===== src/rtl/demux2a8_dispatch_pkg.sv =====
// Shared types for the four-lane result dispatcher: channel count, select type and slot states.
package demux2a8_pkg;

    localparam int NCH = 4;

    typedef logic [1:0] chan_sel_t;

    typedef enum logic {
        SLOT_EMPTY = 1'b0,
        SLOT_FULL  = 1'b1
    } slot_st_t;

    // One-hot decode of a channel select into a per-channel enable vector.
    function automatic logic [NCH-1:0] sel_onehot(input chan_sel_t sel);
        return NCH'(1) << sel;
    endfunction

endpackage


===== src/rtl/demux2a8_dispatch_if.sv =====
// Handshake bus of the dispatcher: one valid/ready input lane and four valid/ready output lanes.
interface demux2a8_dispatch_if #(
    parameter int WIDTH = 2
);
    logic               in_valid;
    logic               in_ready;
    logic [1:0]         in_sel;
    logic [WIDTH-1:0]   in_data;
    logic [3:0]         out_valid;
    logic [3:0]         out_ready;
    logic [4*WIDTH-1:0] out_data;

    modport master (
        output in_valid, in_sel, in_data, out_ready,
        input  in_ready, out_valid, out_data
    );

    modport slave (
        input  in_valid, in_sel, in_data, out_ready,
        output in_ready, out_valid, out_data
    );
endinterface


===== src/rtl/demux2a8_dispatch_slot.sv =====
// One-entry register slot holding a single beat for one output lane, with load and drain.
module demux_slot
    import demux2a8_pkg::*;
#(
    parameter int WIDTH = 2
) (
    input  logic             clk,
    input  logic             rst_n,
    input  logic             load,
    input  logic [WIDTH-1:0] load_data,
    input  logic             drain_ready,
    output logic             valid,
    output logic [WIDTH-1:0] data
);

    slot_st_t         state;
    slot_st_t         state_nxt;
    logic [WIDTH-1:0] data_q;

    always_ff @(posedge clk or negedge rst_n) begin
        if (!rst_n) begin
            state <= SLOT_EMPTY;
        end else begin
            state <= state_nxt;
        end
    end

    // The upstream ready logic only lets a load through when the slot is empty
    // or draining this cycle, so a load always leaves the slot full.
    always_comb begin
        state_nxt = state;
        case (state)
            SLOT_EMPTY: if (load) state_nxt = SLOT_FULL;
            SLOT_FULL:  if (drain_ready && !load) state_nxt = SLOT_EMPTY;
            default:    state_nxt = SLOT_EMPTY;
        endcase
    end

    always_ff @(posedge clk or negedge rst_n) begin
        if (!rst_n) begin
            data_q <= '0;
        end else if (load) begin
            data_q <= load_data;
        end
    end

    assign valid = (state == SLOT_FULL);
    assign data  = data_q;

endmodule


===== src/rtl/demux2a8_dispatch.sv =====
// Routes one WIDTH-bit beat to one of four registered output lanes chosen by a 2-bit select.
// Optional per-lane saturating transfer counters are enabled with DISPATCH_CNT_EN.
module demux2a8_dispatch
    import demux2a8_pkg::*;
#(
    parameter int WIDTH = 2,
    parameter int CNT_W = 8
) (
    input  logic                   clk,
    input  logic                   rst_n,
    demux2a8_dispatch_if.slave     bus,
    output logic                   busy
`ifdef DISPATCH_CNT_EN
    ,
    output logic [NCH*CNT_W-1:0]   cnt
`endif
);

    logic                   ready_en;
    logic                   accept;
    logic [NCH-1:0]         load_vec;
    logic [NCH-1:0]         valid_vec;
    logic [NCH*WIDTH-1:0]   data_vec;

    // Holds in_ready low through reset and until the first edge after release.
    always_ff @(posedge clk or negedge rst_n) begin
        if (!rst_n) begin
            ready_en <= 1'b0;
        end else begin
            ready_en <= 1'b1;
        end
    end

    assign bus.in_ready = ready_en && (!valid_vec[bus.in_sel] || bus.out_ready[bus.in_sel]);
    assign accept       = bus.in_valid && bus.in_ready;
    assign load_vec     = accept ? sel_onehot(chan_sel_t'(bus.in_sel)) : '0;

    for (genvar k = 0; k < NCH; k++) begin : g_slot
        demux_slot #(
            .WIDTH(WIDTH)
        ) u_slot (
            .clk         (clk),
            .rst_n       (rst_n),
            .load        (load_vec[k]),
            .load_data   (bus.in_data),
            .drain_ready (bus.out_ready[k]),
            .valid       (valid_vec[k]),
            .data        (data_vec[k*WIDTH +: WIDTH])
        );
    end

    assign bus.out_valid = valid_vec;
    assign bus.out_data  = data_vec;
    assign busy          = |valid_vec;

`ifdef DISPATCH_CNT_EN
    logic [CNT_W-1:0] cnt_q [NCH];

    // Counts completed output handshakes per lane, sticking at all-ones.
    for (genvar k = 0; k < NCH; k++) begin : g_cnt
        always_ff @(posedge clk or negedge rst_n) begin
            if (!rst_n) begin
                cnt_q[k] <= '0;
            end else if (valid_vec[k] && bus.out_ready[k] && (cnt_q[k] != '1)) begin
                cnt_q[k] <= cnt_q[k] + 1'b1;
            end
        end
        assign cnt[k*CNT_W +: CNT_W] = cnt_q[k];
    end
`endif

endmodule


===== src/flat_wrapper.sv =====
// flat-port wrapper written by rule: the top's interface ports become plain ports
module demux2a8_dispatch_flat import demux2a8_pkg::*;
#(
    parameter int WIDTH = 2,
    parameter int CNT_W = 8
)
  (clk, rst_n, busy, bus_in_valid, bus_in_sel, bus_in_data, bus_out_ready, bus_in_ready, bus_out_valid, bus_out_data);
  demux2a8_dispatch_if #(.WIDTH(WIDTH)) bus_i ();
  input  logic clk;
  input  logic rst_n;
  output logic busy;
  input wire logic [$bits(bus_i.in_valid)-1:0] bus_in_valid;
  input wire logic [$bits(bus_i.in_sel)-1:0] bus_in_sel;
  input wire logic [$bits(bus_i.in_data)-1:0] bus_in_data;
  input wire logic [$bits(bus_i.out_ready)-1:0] bus_out_ready;
  output wire logic [$bits(bus_i.in_ready)-1:0] bus_in_ready;
  output wire logic [$bits(bus_i.out_valid)-1:0] bus_out_valid;
  output wire logic [$bits(bus_i.out_data)-1:0] bus_out_data;
  assign bus_i.in_valid = bus_in_valid;
  assign bus_i.in_sel = bus_in_sel;
  assign bus_i.in_data = bus_in_data;
  assign bus_i.out_ready = bus_out_ready;
  assign bus_in_ready = bus_i.in_ready;
  assign bus_out_valid = bus_i.out_valid;
  assign bus_out_data = bus_i.out_data;
  demux2a8_dispatch #(.WIDTH(WIDTH), .CNT_W(CNT_W)) u_core (.clk(clk), .rst_n(rst_n), .bus(bus_i), .busy(busy));
endmodule

===== config.mk =====
export PLATFORM = sky130hd
export DESIGN_NAME = demux2a8_dispatch_flat
export DESIGN_NICKNAME = d
export VERILOG_FILES = /design/src/rtl/demux2a8_dispatch_pkg.sv /design/src/rtl/demux2a8_dispatch_if.sv /design/src/rtl/demux2a8_dispatch_slot.sv /design/src/rtl/demux2a8_dispatch.sv /design/src/flat_wrapper.sv
export SDC_FILE = /design/constraint.sdc
export NUM_CORES = 1
export LEC_CHECK = 0
export BUFFER_PORTS_ARGS = -buffer_cell sky130_fd_sc_hd__buf_4
export CELL_PAD_IN_SITES_DETAIL_PLACEMENT = 0
export CELL_PAD_IN_SITES_GLOBAL_PLACEMENT = 2
export CORE_MARGIN = 10
export CORE_UTILIZATION = 28
export DETAILED_ROUTE_END_ITERATION = 6
export PLACE_DENSITY = 0.82
export SYNTH_ARGS = -nofsm -noshare
export SYNTH_HDL_FRONTEND = slang
export SYNTH_SLANG_ARGS = --single-unit

===== constraint.sdc =====
create_clock -name clk -period 1.7 [get_ports clk]
set_clock_uncertainty 0.15 [all_clocks]
set_input_delay 0.34 -clock clk [delete_from_list [all_inputs] [get_ports clk]]
set_output_delay 0.34 -clock clk [all_outputs]
set_load 0.02 [all_outputs]

==> impl_metrics.csv <==
group,metric,value,unit
run_status,outcome,"finished with violations",
run_status,violations,"negative setup slack",
clock_network,clkLatencyLatePin,0.27,ns
final_layout,area_growth,40.8,%
yosys,synth-seq-area-share,0.533,
timing,maxSlewViolCount,0,
placement,place_inst,94,
global_routing,grt_pass1_vias,504,
yosys,ys_types,23,
timing,final-setup-viol-count,2,
drt,drc_errors,0,
timing,timing.final.crit_share,1.08,
final_layout,fillers,202,
drt,drt-initial-drc-count,28,
clock_network,cts_tree,"yes",
setup_path,crit_type,"register to output pin",
timing,hold_violations,0,
yosys,synth_top_area_frac,0.533,
setup_path,cp-endpoint,"busy",
die,start_util,0.302,
final_layout,drive_gt1_frac,0.553,
yosys,synth_top_family_by_area,"simple AND/OR/NAND/NOR gates",
drt,drtAntennaViolNets,0,
global_routing,grt_pass1_wl,2480,um
die,die_area,0.00445,mm2
setup_path,cp.required,1.21,ns
yosys,synthAdderAreaFrac,0,
yosys,synth.avg_cell_area,12.7,um2
die,die-height,66.7,um
yosys,synthXorXnorAreaFrac,0,
clock_network,numCtsBuffers,3,
clock_network,clock_sink_count,13,
final_layout,final_common_cell,"buf_4",
clock_network,htree_num_levels,1,
setup_path,cp-start-kind,"register",
global_routing,grt_max_degree,14,
setup_path,slowest_delay,0.54,ns
die,fp.dieW,66.7,um
yosys,synth-compound-area-share,0.0307,
global_routing,grt-ovfl-total,0,
drt,wire_per_inst,14.4,um
timing,fin_crit,1.84,ns
clock_network,clock_path_buffers,2,
setup_path,crit_chain,"or4_4 > buf_6",
clock_network,cts-root-buf,"clkbuf_4",
yosys,ys_top_cells_by_area,"dfrtp_1 (53%), mux2_2 (11%), buf_4 (4.9%)",
power_and_ir_drop,powerDensity,980,mW/mm2
setup_path,crit_slowest_cell,"or4_4",
yosys,synth_cells,48,
setup_path,crit_fanout,3,
placement,dp_slack,0.0348,ns
power_and_ir_drop,p_leak,0.423,nW
die,pin_count,25,
global_routing,antenna_found_initial,0,
drt,post_drt_via_cell_ratio,4.49,
final_layout,final_cell_mix,"buf_4 (27), dfrtp_1 (13), mux2_2 (6), nand2b_1 (3), clkbuf_4 (3)",
yosys,synth_mux_area_frac,0.164,
setup_path,rr_startpoint,"u_core.g_slot[1].u_slot.valid",
setup_path,rr_worst_depth,5,
global_routing,grt_usage,0.0714,
setup_path,r2r_slack,0.11,ns
drt,firstDrtPassIters,2,
die,rows,16,
timing,fin_ws,-0.144,ns
setup_path,cp-end-kind,"output pin",
placement,port_buffers,24,
timing,rsz0062_at_grt,"true",
final_layout,nets,88,
clock_network,clk_pin_slew,0.08,ns
yosys,ys_ff_latch,13,
die,core_area,0.00202,mm2
yosys,synth_fp_nets,59,
setup_path,r2r_end,"u_core.g_slot[1].u_slot.data[1]",
timing,fmax,542,MHz
timing,finalHoldWorstSlack,0.161,ns
drt,wirelength,1490,um
final_layout,fin_cells,103,
power_and_ir_drop,ir_worst_vdd,0.000598,V
yosys,netlist_area,611,um2
yosys,synth-simple-area-share,0.199,
min_path,hold_class,"input port to register",
setup_path,worstSetupStartpoint,"u_core.g_slot[3].u_slot.valid",
yosys,yosys_warnings,0,
flow_run,cap_violations,0,
drt,routed-via-count,462,
power_and_ir_drop,power,0.843,mW
yosys,synth_area_leader_cell,"dfrtp_1",
setup_path,cp.arrival,1.35,ns
final_layout,finish.utilization,0.425,
final_layout,diodes,0,
placement,gp_congestion,0.729,
placement,dp_hpwl,1120,um
==> where the power goes <==
part	internal (mW)	total, mW	leakage [nW]	switching (mW)
Sequential	0.358	0.386	0.162	0.0278
Combinational	0.134	0.263	0.246	0.129
Clock	0.0909	0.193	0.0150	0.103
==> metal layers <==
layer | track usage | up-vias | share of wire
met1 | 0.0932 | 220 | 0.47
met4 | 0.0393 | 0 | 0.0061
met3 | 0.0318 | 2 | 0.12
met5 | 0 | - | 0
met2 | 0.0936 | 19 | 0.41
li1 | - | 221 | -
==> registers in the layout, summed over array words and instances (netlist names) <==
| name | count |
|---|---|
| u_core.g_slot.u_slot.data | 8 |
| u_core.g_slot.u_slot.valid | 4 |
| u_core.ready_en | 1 |
==> layout make-up <==
type	count	area [um2]	area share
clock buffer	4	26.3	0.0306
multi-input combinational	30	250	0.291
timing repair buffer	29	224	0.261
sequential	13	325	0.378
tap	27	33.8	0.0393
==> Yosys cell counts <==
library cell	n
nand4bb_2	1
nand3_2	1
o21ai_0	1
a21oi_1	1
buf_6	1
nand3_1	1
mux2_1	2
nor3b_2	1
o311ai_0	1
buf_4	4
conb_1	1
nand2_1	2
and3_1	1
nor2b_1	1
mux2i_1	1
or2b_2	1
nand4b_1	1
nand2b_1	3
or4_1	1
mux2_2	6
nor2_1	2
dfrtp_1	13
nand4_1	1
==> critical path: cells and delay by family, from the launching register on <==
kind / cells / cell delay [ns]
buffers and inverters: 1 / 0.15
AND/OR/NAND/NOR: 1 / 0.54
flip-flops: 1 / 0.40
==> per-stage QoR <==
stage	TNS, ns	instance area, um2
2_1_floorplan	0	611
3_3_place_gp	0	783
3_5_place_dp	0	783
4_1_cts	-0.237	848
5_1_grt	-0.303	860
6_report	-0.230	860
==> cells by family after synthesis <==
| kind of cell | after synthesis |
|---|---|
| AO/OA/AOI/OAI | 3 |
| multiplexers | 9 |
| flip-flops | 13 |
| AND/OR/NAND/NOR | 17 |
| buffers and inverters | 5 |
| other | 1 |
==> how the worst min path moves through the flow <==
stage,start,endpoint,slack [ns],cells after the start
global placement,rst_n,u_core.g_slot[0].u_slot.valid,0.04,1
detailed placement,rst_n,u_core.g_slot[0].u_slot.valid,0.04,1
CTS,bus_in_data[0],u_core.g_slot[3].u_slot.data[0],0.16,2
global route,bus_in_data[0],u_core.g_slot[3].u_slot.data[0],0.17,2
floorplan,rst_n,u_core.g_slot[0].u_slot.data[0],-0.11,0
finish,bus_in_data[1],u_core.g_slot[3].u_slot.data[1],0.16,2
==> timing repair <==
item                                   in CTS  in global routing
gates resized for setup                     3                  1
setup buffers                               3                  1
pin swaps                                   2                  0
hold buffers                                1                  0
endpoints found under the hold margin      13                  0
cloned                                      0                  0
setup endpoints to repair                   2                  2
(Power assumes the default switching activity.)
